## src/rtl/counter_input_ctrl.sv

```systemverilog
// -----------------------------------------------------------------------------
// counter_input_ctrl
//
// Input-side front end for the 4-bit counter datapath. Conditions the raw
// board pushbuttons and switches (2-flop synchronizer, debouncer, press-edge
// detector) and produces the data bus, a stretched load enable and the
// up/down direction consumed by the counter. Load is held long enough to be
// sampled by a counter running on the divided (slow) clock. Everything runs
// in the fast board-clock domain.
//
// Ports:
//   clk       in   1  board clock, rising edge
//   rst       in   1  asynchronous active-low reset (0 = reset)
//   btn_load  in   1  raw load pushbutton (asynchronous)
//   btn_dir   in   1  raw direction pushbutton (asynchronous)
//   sw_data   in   4  raw data switches (asynchronous)
//   data_out  out  4  captured load value -> counter data_in
//   load      out  1  stretched load enable -> counter load
//   up_down   out  1  count direction (1 = up, 0 = down) -> counter up_down
//
// Parameters:
//   DEBOUNCE_CYCLES  stable clk cycles needed to accept a new button level
//   HOLD_CYCLES      clk cycles load stays high after a capture
//   BTN_ACTIVE_LOW   1 = raw buttons read 0 when pressed
//
// Build option:
//   COUNTER_INPUT_DIR_TOGGLE_EN  defined: each btn_dir press toggles up_down.
//                                undefined: up_down = NOT debounced btn_dir.
// -----------------------------------------------------------------------------
module counter_input_ctrl #(
  parameter int DEBOUNCE_CYCLES = 1_000_000,
  parameter int HOLD_CYCLES     = 50_000_000,
  parameter bit BTN_ACTIVE_LOW  = 1'b1
) (
  input  logic       clk,
  input  logic       rst,
  input  logic       btn_load,
  input  logic       btn_dir,
  input  logic [3:0] sw_data,
  output logic [3:0] data_out,
  output logic       load,
  output logic       up_down
);

  // Guard against a zero-width counter when a cycle count of 1 is chosen.
  localparam int DB_W   = (DEBOUNCE_CYCLES > 1) ? $clog2(DEBOUNCE_CYCLES) : 1;
  localparam int HOLD_W = (HOLD_CYCLES > 1) ? $clog2(HOLD_CYCLES) : 1;

  localparam logic [DB_W-1:0]   DB_MAX   = DB_W'(DEBOUNCE_CYCLES - 1);
  localparam logic [DB_W-1:0]   DB_ONE   = DB_W'(1'b1);
  localparam logic [DB_W-1:0]   DB_ZERO  = DB_W'(1'b0);
  localparam logic [HOLD_W-1:0] HOLD_MAX = HOLD_W'(HOLD_CYCLES - 1);
  localparam logic [HOLD_W-1:0] HOLD_ONE = HOLD_W'(1'b1);
  localparam logic [HOLD_W-1:0] HOLD_ZERO = HOLD_W'(1'b0);

  typedef enum logic [0:0] {
    L_IDLE = 1'b0,
    L_HOLD = 1'b1
  } load_state_t;

  // Synchronizer bit layout: [5:2] sw_data, [1] btn_dir, [0] btn_load.
  logic [5:0]      sync1_r;
  logic [5:0]      sync2_r;
  logic [1:0]      btn_s;          // [1] dir, [0] load; 1 = pressed
  logic [3:0]      sw_sync_s;

  logic [1:0]      stable_r;       // debounced button states, 1 = pressed
  logic [DB_W-1:0] db_cnt_r [2];
  logic            load_stable_d_r;
  logic            load_press_s;

  load_state_t       state_r;
  load_state_t       state_s;
  logic [HOLD_W-1:0] hold_cnt_r;
  logic [HOLD_W-1:0] hold_cnt_s;
  logic              load_r;
  logic              load_s;
  logic [3:0]        data_r;
  logic [3:0]        data_s;

  // Two-flop synchronizer for every raw pin.
  always_ff @(posedge clk or negedge rst) begin
    if (!rst) begin
      sync1_r <= 6'b00_0000;
      sync2_r <= 6'b00_0000;
    end else begin
      sync1_r <= {sw_data, btn_dir, btn_load};
      sync2_r <= sync1_r;
    end
  end

  // Normalize buttons so that 1 always means pressed.
  assign btn_s     = BTN_ACTIVE_LOW ? ~sync2_r[1:0] : sync2_r[1:0];
  assign sw_sync_s = sync2_r[5:2];

  // Debouncers: a level is accepted only after DEBOUNCE_CYCLES consecutive
  // cycles of disagreement with the current stable state.
  always_ff @(posedge clk or negedge rst) begin
    if (!rst) begin
      stable_r    <= 2'b00;
      db_cnt_r[0] <= DB_ZERO;
      db_cnt_r[1] <= DB_ZERO;
    end else begin
      for (int i = 0; i < 2; i++) begin
        if (btn_s[i] == stable_r[i]) begin
          db_cnt_r[i] <= DB_ZERO;
        end else if (db_cnt_r[i] == DB_MAX) begin
          stable_r[i] <= btn_s[i];
          db_cnt_r[i] <= DB_ZERO;
        end else begin
          db_cnt_r[i] <= db_cnt_r[i] + DB_ONE;
        end
      end
    end
  end

  // Delayed copy of the debounced load button for rising-edge detection.
  always_ff @(posedge clk or negedge rst) begin
    if (!rst) begin
      load_stable_d_r <= 1'b0;
    end else begin
      load_stable_d_r <= stable_r[0];
    end
  end

  assign load_press_s = stable_r[0] & ~load_stable_d_r;

  // Load FSM next-state and output logic.
  always_comb begin
    state_s    = state_r;
    hold_cnt_s = hold_cnt_r;
    load_s     = load_r;
    data_s     = data_r;
    case (state_r)
      L_IDLE: begin
        if (load_press_s) begin
          data_s     = sw_sync_s;
          load_s     = 1'b1;
          hold_cnt_s = HOLD_ZERO;
          state_s    = L_HOLD;
        end else begin
          load_s = 1'b0;
        end
      end
      L_HOLD: begin
        // Presses here are deliberately ignored: no restart, no recapture.
        if (hold_cnt_r == HOLD_MAX) begin
          load_s     = 1'b0;
          hold_cnt_s = HOLD_ZERO;
          state_s    = L_IDLE;
        end else begin
          hold_cnt_s = hold_cnt_r + HOLD_ONE;
        end
      end
      default: begin
        load_s     = 1'b0;
        hold_cnt_s = HOLD_ZERO;
        state_s    = L_IDLE;
      end
    endcase
  end

  // Load FSM state and output registers.
  always_ff @(posedge clk or negedge rst) begin
    if (!rst) begin
      state_r    <= L_IDLE;
      hold_cnt_r <= HOLD_ZERO;
      load_r     <= 1'b0;
      data_r     <= 4'h0;
    end else begin
      state_r    <= state_s;
      hold_cnt_r <= hold_cnt_s;
      load_r     <= load_s;
      data_r     <= data_s;
    end
  end

  assign load     = load_r;
  assign data_out = data_r;

`ifdef COUNTER_INPUT_DIR_TOGGLE_EN
  logic dir_stable_d_r;
  logic up_down_r;

  // Toggle direction once per debounced press; holding gives one toggle.
  always_ff @(posedge clk or negedge rst) begin
    if (!rst) begin
      dir_stable_d_r <= 1'b0;
      up_down_r      <= 1'b1;
    end else begin
      dir_stable_d_r <= stable_r[1];
      if (stable_r[1] && !dir_stable_d_r) begin
        up_down_r <= ~up_down_r;
      end else begin
        up_down_r <= up_down_r;
      end
    end
  end

  assign up_down = up_down_r;
`else
  // Direction follows the debounced level: released = up, held = down.
  assign up_down = ~stable_r[1];
`endif

endmodule

```

## config.mk

```make
export PLATFORM = sky130hd
export DESIGN_NAME = counter_input_ctrl
export DESIGN_NICKNAME = d
export VERILOG_FILES = /design/src/rtl/counter_input_ctrl.sv
export SDC_FILE = /design/constraint.sdc
export NUM_CORES = 1
export LEC_CHECK = 0
export BUFFER_PORTS_ARGS = -buffer_cell sky130_fd_sc_hd__buf_2
export CORE_MARGIN = 2
export CORE_UTILIZATION = 50
export CTS_CLUSTER_SIZE = 12
export DETAILED_ROUTE_END_ITERATION = 8
export PLACE_DENSITY = 0.77
export SYNTH_ARGS = -nofsm -noshare
export SYNTH_HDL_FRONTEND = slang
export SYNTH_SLANG_ARGS = --single-unit
```

## constraint.sdc

```tcl
create_clock -name clk -period 2.3 [get_ports clk]
set_input_delay 0.23 -clock clk [delete_from_list [all_inputs] [get_ports clk]]
set_output_delay 0.23 -clock clk [all_outputs]
set_load 0.05 [all_outputs]
```

==> results of run 1 <==
Yosys cell counts, types with 6 or more instances:
| cell | instances | area share |
|---|---|---|
| a31oi_1 | 16 | 0.025 |
| nand2_1 | 23 | 0.021 |
| nand4_1 | 12 | 0.018 |
| a21oi_1 | 14 | 0.017 |
| o21ai_0 | 6 | 0.0074 |
| dfrtp_1 | 87 | 0.54 |
| inv_1 | 13 | 0.012 |
| mux2i_1 | 7 | 0.017 |
| nor3_1 | 7 | 0.0086 |
| nand3_1 | 33 | 0.041 |
| xnor2_1 | 24 | 0.052 |
| and3_1 | 11 | 0.017 |
| xor2_1 | 14 | 0.030 |
| nor2_1 | 54 | 0.050 |
power breakdown:
part           internal, mW  switching (mW)  leakage (nW)
Combinational        0.0274          0.0504         0.705
Sequential             1.55          0.0123          1.18
Clock                 0.736           0.566         0.126
Total                  2.31           0.629          2.01
registers in the layout, indices dropped and copies added, names as in the netlist:
| name | cells |
|---|---|
| data_out | 4 |
| db_cnt_r | 40 |
| hold_cnt_r | 26 |
| load | 1 |
| load_stable_d_r | 1 |
| stable_r | 2 |
| state_r | 1 |
| sync1_r | 6 |
| sync2_r | 6 |
final timing paths:
path                                 from        endpoint  slack [ns]
max in group asynchronous             rst            load        1.31
max reg2reg                hold_cnt_r[10]  hold_cnt_r[18]        0.20
min reg2reg                    sync1_r[5]      sync2_r[5]        0.36
min in group clk               sync1_r[5]      sync2_r[5]        0.36
max                        hold_cnt_r[10]  hold_cnt_r[18]        0.20
min                                   rst    db_cnt_r[17]        0.36
worst register-to-register path: cells and delay by family (launching register included):
family / cells / cell delay (ns)
compound gates: 3 / 0.41
flops: 1 / 0.44
simple gates: 2 / 0.88
buf+inv: 1 / 0.22
per-layer routing:
metal,global-route usage,share of wire,up-vias
li1,-,-,1452
met1,0.252,0.46,1433
met2,0.306,0.48,62
met3,0.0530,0.038,12
met4,0.0700,0.016,0
met5,0,0,-
cell type report:
cell class,instances,area share
clock buffer,9,0.0269
clock inverter,7,0.0277
inverter,13,0.0106
multi-input combinational,283,0.384
sequential,87,0.473
tap,102,0.0277
timing repair buffer,31,0.0505
what timing repair did:
item / 4_1_cts / 5_1_grt
hold buffers: 7 / 0
setup endpoints to repair: 0 / 6
hold endpoints to repair: 35 / 0
gates resized for setup: 0 / 2
cell usage in the layout (no fill, tap or decap), types with 2 or more instances in the layout:
cell type / count
dfrtp_1: 87
nor2_1: 54
nand3_1: 33
xnor2_1: 24
nand2_1: 23
a31oi_1: 16
xor2_1: 14
a21oi_1: 14
inv_1: 13
nand4_1: 12
buf_2: 12
and3_1: 11
buf_4: 11
clkbuf_8: 9
nor3_1: 7
mux2i_1: 7
dlygate4sd3_1: 7
o21ai_0: 6
nor4_1: 5
or3_1: 4
nor3b_1: 4
nor2b_1: 4
o21ai_1: 4
mux2_2: 4
nand3b_1: 3
and4_1: 3
nand2b_1: 3
nor4_4: 3
ha_1: 3
bufinv_16: 3
nor4b_1: 2
or2_2: 2
or4_1: 2
and2_1: 2
a41oi_1: 2
or2b_1: 2
a21o_1: 2
clkinv_4: 2
cell families (layout without fill, tap and decap cells):
family                   count (synthesis)  after routing  synth area share
AND/OR/NAND/NOR                        182            182             0.239
XOR/XNOR                                38             38            0.0820
adder cells (fa/ha/maj)                  3              3           0.00925
multiplexers                            11             11            0.0284
AO/OA/AOI/OAI                           49             49            0.0724
buffers and inverters                   26             60            0.0333
flip-flops                              87             87             0.536
==> metrics.md, run 1 <==
| Metric | Value |
|---|---|
| Status | `complete, no violations` |
| First-pass GRT wire length | `13.4 mm` |
| Worst Hold Class | `in2async` |
| Final setup TNS | `0 ns` |
| Clock Sinks | `87` |
| Crit-path cells | `or4b_1 > nor4_4 > a21boi_4 > buf_4 > a41oi_1 > a31oi_1` |
| Final Hold Viols | `0` |
| Area of the multi-input gates | `1770 um^2` |
| Crit-path max FO | `16` |
| Reg2Reg Depth | `6` |
| H-tree depth | `3` |
| Starting DRT DRC Count | `186` |
| Register area share after synthesis | `0.536` |
| Setup Fix Bufs, Post-CTS | `0` |
| Leak | `2.01 nW` |
| Total track usage | `0.192` |
| Remaining DRCs | `0` |
| CTS Buf Count | `9` |
| Worst Setup Start Kind | `flip-flop` |
| Final Cell Area | `4610 um^2` |
| Library cells used by synthesis | `45` |
| Worst slew margin | `0.585` |
| EDFF count, synth | `0` |
| GR Overflow Total | `0` |
| Die width | `94.1 um` |
| Cell count after placement | `509` |
| Crit. path cell count | `6` |
| Hpwl dp | `4.95 mm` |
| Clk slew on worst S/H paths | `0.09 ns` |
| Initial Util | `0.520` |
| Synthesized cell area | `4060 um^2` |
| Synth Warn # | `0` |
| Family with the most delay on the worst path | `simple AND/OR/NAND/NOR gates` |
| Nets@finish | `436` |
| Row Count | `32` |
| Hold Worst Slack | `0.355 ns` |
| Crit-path slowest cell | `or4b_1` |
| Min setup slack post-route | `0.201 ns` |
| Synth Register Bits | `87` |
| Predominant post-synthesis flop cell | `dfrtp_1` |
| Synth async-reset ratio | `1.00` |
| Min Tclk post-route | `2.10 ns` |
| F_max | `476 MHz` |
| Max Slew Vio Count | `0` |
| Largest net degree at the start of global routing | `38` |
| Antenna violations before repair | `0` |
| Synth Instances | `396` |
| Worst-Skew Late Latency | `0.35 ns` |
| DR pass1 iterations | `4` |
| Vias in the first global route | `2932` |
| Least-Margin Pin Slew | `0.622 ns` |
| Tcrit/Tclk final | `0.913` |
| Crit path largest cell delay | `0.57 ns` |
| Detail Route Antenna Nets | `0` |
| Layout Cells excl Fill | `532` |
| WS Path Type | `reg2reg` |
| Fillers | `632` |
| Routed WL | `7.49 mm` |
| Placer Congestion | `0.837` |
| Vias | `2959` |
| Core ar. | `7810 um^2` |
| Cell Area, Placed | `4270 um^2` |
| TritonCTS clock tree | `built` |
| Max rail drop VDD | `0.494 mV` |
| Antenna Cells | `0` |
| Num ports | `14` |
| Req. time, crit path | `2.51 ns` |
| Final Skew | `0.0123 ns` |
| PortBufs | `13` |
| CP Capture Type | `flip-flop` |
| RSZ-0062 raised after global routing | `false` |
| Buf/Inv on CP | `1` |
| Arrival time at the worst endpoint | `2.31 ns` |
| # setup viols final | `0` |
| Die Ht | `94.1 um` |
| Die area | `8860 um^2` |
| Sequential cell area | `2180 um^2` |
| Final core occ | `0.590` |
| Worst slack, placed | `0.221 ns` |
| Via/cell ratio | `5.56` |
| Pwr/cell area | `638 nW/um^2` |
| Power consumption | `2.94 mW` |
| Max cap viols | `0` |
| Wire per inst | `14.1 um` |
| Root Driver | `clkbuf_8` |
| CTS Buffer Depth | `2` |
| Mean post-synth cell area | `10.3 um^2` |
| Area delta synth->final | `13.4%` |
| Share of cells above drive strength 1 | `0.121` |
| Syn nets | `407` |
No activity file was read; power rests on OpenSTA's default activity.
==> run 2: changes to the inputs <==
--- a/config.mk
+++ b/config.mk
@@ -5,6 +5,7 @@
 export SDC_FILE = /design/constraint.sdc
 export NUM_CORES = 1
 export LEC_CHECK = 0
+export ABC_AREA = 1
 export BUFFER_PORTS_ARGS = -buffer_cell sky130_fd_sc_hd__buf_2
 export CORE_MARGIN = 2
 export CORE_UTILIZATION = 50
==> metrics.md, run 2 <==
| Metric | Value |
|---|---|
| Status | `complete, no violations` |
| Worst Hold Class | `reg2reg` |
| Most common cell after layout, fill and taps aside | `nand2_1` |
| Hold Path Stages | `0` |
| Placer Congestion | `0.914` |
| Syn nets | `589` |
| Synth Register Bits | `87` |
| Clock share of power | `0.411` |
| Predominant post-synthesis flop cell | `dfrtp_1` |
| R2r startpoint | `hold_cnt_r[0]` |
| Core ar. | `9110 um^2` |
| Antenna Cells | `0` |
| RSZ-0062 raised after global routing | `false` |
| Worst slew margin | `0.609` |
| F_max | `616 MHz` |
| Synth area leader | `dfrtp_1` |
| Clk slew on worst S/H paths | `0.09 ns` |
| DR pass1 iterations | `5` |
| Register area share after synthesis | `0.470` |
| WS Path Type | `reg2reg` |
| Final Skew | `0.0159 ns` |
| Arrival time at the worst endpoint | `1.92 ns` |
| Library cells used by synthesis | `36` |
| PortBufs | `13` |
| Num ports | `14` |
| Crit path largest cell delay | `0.42 ns` |
| Critical R2R Capture | `hold_cnt_r[20]` |
| Via/cell ratio | `5.09` |
| Clock Sinks | `87` |
| Worst R2R Setup Slack | `0.68 ns` |
| Req. time, crit path | `2.60 ns` |
| Setup Fix Bufs, Post-CTS | `0` |
| Starting DRT DRC Count | `165` |
| First-pass GRT wire length | `16.6 mm` |
| Least-Margin Pin Slew | `0.587 ns` |
| # resized after CTS | `0` |
| Max Slew Vio Count | `0` |
| Sw power | `641 uW` |
| Largest reg by FF count | `db_cnt_r` |
| Die width | `100 um` |
| EDFF count, synth | `0` |
| CTS Buffer Depth | `2` |
| Synth Instances | `578` |
| Pwr/cell area | `543 nW/um^2` |
| Max cap viols | `0` |
| CP Capture Type | `flip-flop` |
| Reg2Reg Depth | `10` |
| Switch share | `0.230` |
| Max rail drop VDD | `0.454 mV` |
| Row Count | `35` |
| Max reg flops | `40` |
| Wire per inst | `12.9 um` |
| Part of the power in registers | `0.558` |
| Logic pwr share | `0.032` |
| Worst Setup Start Kind | `flip-flop` |
| Min Tclk post-route | `1.62 ns` |
| Hold path start | `sync1_r[5]` |
| Area delta synth->final | `11.1%` |
| Fillers | `818` |
| Largest net degree at the start of global routing | `45` |
| Largest registers | `db_cnt_r: 40 flops, hold_cnt_r: 26 flops` |
| Sequential cell area | `2180 um^2` |
| Share of the synthesized area in the top cell type | `0.470` |
| Share of cells above drive strength 1 | `0.146` |
| Vias in the first global route | `3776` |
| Final core occ | `0.565` |
| Die Ht | `100 um` |
| Commonest non-fill, non-tap cells in the layout | `nand2_1 (150), nor2_1 (89), dfrtp_1 (87)` |
| Mean post-synth cell area | `8.01 um^2` |
| Final setup TNS | `0 ns` |
| Crit-path max FO | `9` |
| Hold EP | `sync2_r[5]` |
| # setup viols final | `0` |
| Remaining DRCs | `0` |
| H-tree depth | `3` |
| Largest cells by area after synthesis | `dfrtp_1 (47%), nand2_1 (12%), nor2_1 (7.2%)` |
| Leak | `2.28 nW` |
| Synthesized cell area | `4630 um^2` |
| Crit-path cells | `ha_1 > nand2_2 > inv_2 > nand2_1 > nor2_1 > nand2_2 > nor2_4 > nor2_4 > nand3_1 > nand2_1` |
| Total track usage | `0.208` |
| Synth top cells by count | `nand2_1 (150), nor2_1 (89), dfrtp_1 (87)` |
| Routed WL | `9.33 mm` |
| Synth Warn # | `0` |
| Detail Route Antenna Nets | `0` |
| Vias | `3693` |
| Hpwl dp | `6.87 mm` |
| CTS Buf Count | `9` |
| Synth async-reset ratio | `1.00` |
| Worst-Skew Late Latency | `0.36 ns` |
| Area of the multi-input gates | `2180 um^2` |
| Antenna violations before repair | `0` |
| Crit-path slowest cell | `dfrtp_1` |
| Most common cell in the synthesized netlist | `nand2_1` |
| Final Hold Viols | `0` |
| P_int | `2.15 mW` |
| Root Driver | `clkbuf_8` |
| Nets@finish | `621` |
| Hold Worst Slack | `0.353 ns` |
| Die area | `10000 um^2` |
| Tcrit/Tclk final | `0.706` |
| Initial Util | `0.508` |
| TritonCTS clock tree | `built` |
| GR Overflow Total | `0` |
-- run 2: changes by cell type after synthesis, sizes merged, moves of 5 or more --
cell / change
a31oi: -15
and3: -11
buf: -7
clkbuf: -5
inv: +58
mux2i: -7
nand2: +138
nand3: +8
nor2: +61
nor3: +11
nor4: -8
o21ai: +13
xnor2: -15
xor2: +5
-- run 2: worst max-delay path, delay by kind of cell, from the launching register on --
kind	cells	cell delay, ns
AND/OR/NAND/NOR	8	0.86
adder cells (fa/ha/maj)	1	0.23
flip-flops	1	0.42
buffers and inverters	1	0.05
-- run 2: cells by family (layout without fill, tap and decap cells) --
kind of cell / Yosys count / in the layout / synth area share
AO/OA/AOI/OAI: 39 / 39 / 0.0473
XOR/XNOR: 28 / 28 / 0.0530
adder cells (fa/ha/maj): 3 / 3 / 0.00811
buffers and inverters: 72 / 109 / 0.0597
flip-flops: 87 / 87 / 0.470
AND/OR/NAND/NOR: 349 / 349 / 0.362
-- run 2: area by class of cell --
class | count | share of cell area
Sequential cell | 87 | 0.423
Multi-Input combinational cell | 419 | 0.423
Inverter | 71 | 0.0528
Timing Repair Buffer | 22 | 0.0321
Clock buffer | 11 | 0.0294
Tap cell | 111 | 0.0270
Clock inverter | 5 | 0.0124
-- run 2: how the worst max path moves through the flow --
stage | from | endpoint
6_report | hold_cnt_r[0] | hold_cnt_r[20]
5_1_grt | db_cnt_r[20] | db_cnt_r[36]
4_1_cts | hold_cnt_r[0] | hold_cnt_r[20]
3_5_place_dp | hold_cnt_r[0] | hold_cnt_r[20]
3_3_place_gp | hold_cnt_r[0] | hold_cnt_r[21]
2_1_floorplan | hold_cnt_r[0] | hold_cnt_r[16]
-- run 2: power by group through the flow --
stage	registers (mW)	clock network (mW)	logic (mW)
2_1_floorplan	1.59	0	0.0309
3_3_place_gp	1.59	0	0.0782
3_5_place_dp	1.59	0	0.0813
4_1_cts	1.56	1.18	0.0905
5_1_grt	1.56	1.24	0.104
6_report	1.56	1.15	0.0885
-- run 2: metal layers --
layer	part of all wire	global-route usage	vias up	wire, um
met3	0.027	0.0320	9	249
met2	0.50	0.355	53	4640
met4	0.013	0.0875	0	118
met5	0	0	-	0
li1	-	-	1883	-
met1	0.46	0.264	1748	4330
-- run 2: per-stage QoR --
step | cell area [um^2] | instances | power (mW) | setup slack [ns]
detailed placement | 4860 | 703 | 1.67 | 0.675
CTS | 5140 | 726 | 2.83 | 0.666
finish | 5140 | 726 | 2.79 | 0.677
global placement | 4860 | 703 | 1.66 | 0.741
global route | 5140 | 726 | 2.90 | 0.523
floorplan | 4630 | 578 | 1.62 | 0.869
-- run 2: timing repair --
action | CTS | global route
hold buffers | 7 | 0
endpoints found under the hold margin | 48 | 0
setup endpoints to repair | 0 | 0
==> run 3: changes to the inputs <==
==> constraint.sdc (replaced) <==
create_clock -name clk -period 1.54 [get_ports clk]
set_input_delay 0.154 -clock clk [delete_from_list [all_inputs] [get_ports clk]]
set_output_delay 0.154 -clock clk [all_outputs]
set_load 0.05 [all_outputs]
==> metrics.md, run 3 (same netlist as run 2, synthesis figures left out) <==
| Metric | Value |
|---|---|
| Status | `complete, no violations` |
| Final Cell Area | `5340 um^2` |
| Starting DRT DRC Count | `203` |
| Worst R2R Setup Slack | `0.03 ns` |
| Area of the multi-input gates | `2260 um^2` |
| Fillers | `784` |
| Pwr/cell area | `757 nW/um^2` |
| CTS Buffer Depth | `2` |
| WS Path Type | `reg2reg` |
| Crit path from | `hold_cnt_r[1]` |
| PortBufs | `13` |
| Clock share of power | `0.388` |
| Hold Worst Slack | `0.339 ns` |
| R2r startpoint | `hold_cnt_r[1]` |
| Vias | `3846` |
| Largest reg by FF count | `db_cnt_r` |
| Die width | `100 um` |
| Crit-path max FO | `7` |
| Most common cell after layout, fill and taps aside | `nand2_1` |
| Cell Area, Placed | `4940 um^2` |
| First-pass GRT wire length | `16.5 mm` |
| Worst Hold Class | `in2async` |
| Initial Util | `0.508` |
| Detail Route Antenna Nets | `0` |
| Placer Congestion | `0.951` |
| Routed WL | `9.84 mm` |
| Reg2Reg Depth | `8` |
| Least-Margin Pin Slew | `0.478 ns` |
| Num ports | `14` |
| Share of cells above drive strength 1 | `0.182` |
| Min setup slack post-route | `0.0269 ns` |
| Final setup TNS | `0 ns` |
| Final Skew | `0.00918 ns` |
| Max reg flops | `40` |
| Arrival time at the worst endpoint | `1.73 ns` |
| DR pass1 iterations | `4` |
| Row Count | `35` |
| Largest net degree at the start of global routing | `38` |
| Nets@finish | `638` |
| Max Slew Vio Count | `0` |
| RSZ-0062 raised after global routing | `true` |
| Tcrit/Tclk final | `0.983` |
| Min Tclk post-route | `1.51 ns` |
| Final core occ | `0.586` |
| Largest registers | `db_cnt_r: 40 flops, hold_cnt_r: 26 flops` |
| Antenna violations before repair | `0` |
| Clk slew on worst S/H paths | `0.09 ns` |
| Critical R2R Capture | `hold_cnt_r[0]` |
| Max rail drop VDD | `0.702 mV` |
| Commonest non-fill, non-tap cells in the layout | `nand2_1 (148), nor2_1 (88), dfrtp_1 (87)` |
| Final Hold Viols | `0` |
| Leak | `2.39 nW` |
| Hpwl dp | `6.90 mm` |
| H-tree depth | `3` |
| # setup viols final | `0` |
| Die Ht | `100 um` |
| Total track usage | `0.202` |
| Worst setup endpoint | `hold_cnt_r[0]` |
| Sw power | `887 uW` |
| P_int | `3.15 mW` |
| F_max | `661 MHz` |
| Via/cell ratio | `5.18` |
| Req. time, crit path | `1.76 ns` |
| Logic pwr share | `0.036` |
| Sequential cell area | `2180 um^2` |
| Switch share | `0.219` |
| Worst slew margin | `0.681` |
| Vias in the first global route | `3733` |
| Area delta synth->final | `15.3%` |
| Max cap viols | `0` |
| GR Overflow Total | `0` |
| Worst-Skew Late Latency | `0.34 ns` |
| TritonCTS clock tree | `built` |
| Remaining DRCs | `0` |
| Root Driver | `clkbuf_8` |
| CP Capture Type | `flip-flop` |
| Wire per inst | `13.3 um` |
| Clock Sinks | `87` |
| Die area | `10000 um^2` |
| Core ar. | `9110 um^2` |
| Antenna Cells | `0` |
| CTS Buf Count | `9` |
| Part of the power in registers | `0.576` |
| Worst Setup Start Kind | `flip-flop` |
| Worst slack, placed | `0.00522 ns` |
run 3: power groups by stage:
stage	sequential [mW]	clock, mW	combinational (mW)
2_1_floorplan	2.37	0	0.0462
3_3_place_gp	2.37	0	0.118
3_5_place_dp	2.37	0	0.124
4_1_cts	2.32	1.60	0.137
5_1_grt	2.33	1.68	0.167
6_report	2.33	1.57	0.145
run 3: how the worst min path moves through the flow:
stage                from           end  slack [ns]  cells past startpoint
4_1_cts               rst  db_cnt_r[37]        0.34                      2
2_1_floorplan         rst   data_out[0]       -0.14                      0
5_1_grt        sync1_r[0]    sync2_r[0]        0.36                      0
3_3_place_gp          rst  db_cnt_r[35]        0.13                      1
3_5_place_dp          rst  db_cnt_r[36]        0.14                      1
6_report              rst  db_cnt_r[37]        0.34                      2
run 3: timing repair:
item,4_1_cts,5_1_grt
endpoints found under the hold margin,39,0
hold buffers,7,0
setup buffers,0,7
endpoints found under the setup margin,2,33
gates cloned,0,1
pin swaps,0,7
resized for setup,0,23
run 3: per-layer routing:
layer	wire length, um	GRT usage	up-vias	part of all wire
met5	0	0	-	0
met4	299	0.0875	0	0.030
met3	434	0.0258	26	0.044
met2	4790	0.334	115	0.49
met1	4310	0.270	1797	0.44
li1	-	-	1908	-
run 3: area by class of cell:
cell class | count | share of cell area
Clock buffer | 12 | 0.0272
Timing Repair Buffer | 38 | 0.0565
Sequential cell | 87 | 0.408
Inverter | 71 | 0.0509
Clock inverter | 3 | 0.00820
Tap cell | 111 | 0.0260
Multi-Input combinational cell | 420 | 0.423
run 3: critical path: stages, from the launching register on:
cell and delay [ns]:
dfrtp_1 0.39, ha_2 0.20, nand2_2 0.07, inv_2 0.07
nand2_2 0.05, nor2_2 0.12, nand2_2 0.10, o21ai_4 0.26
o21ai_0 0.12
run 3: through the flow:
step,cells,total power [mW]
after floorplan,578,2.41
after global placement,712,2.49
after detailed placement,712,2.49
after CTS,734,4.06
after global routing,742,4.18
final,742,4.04
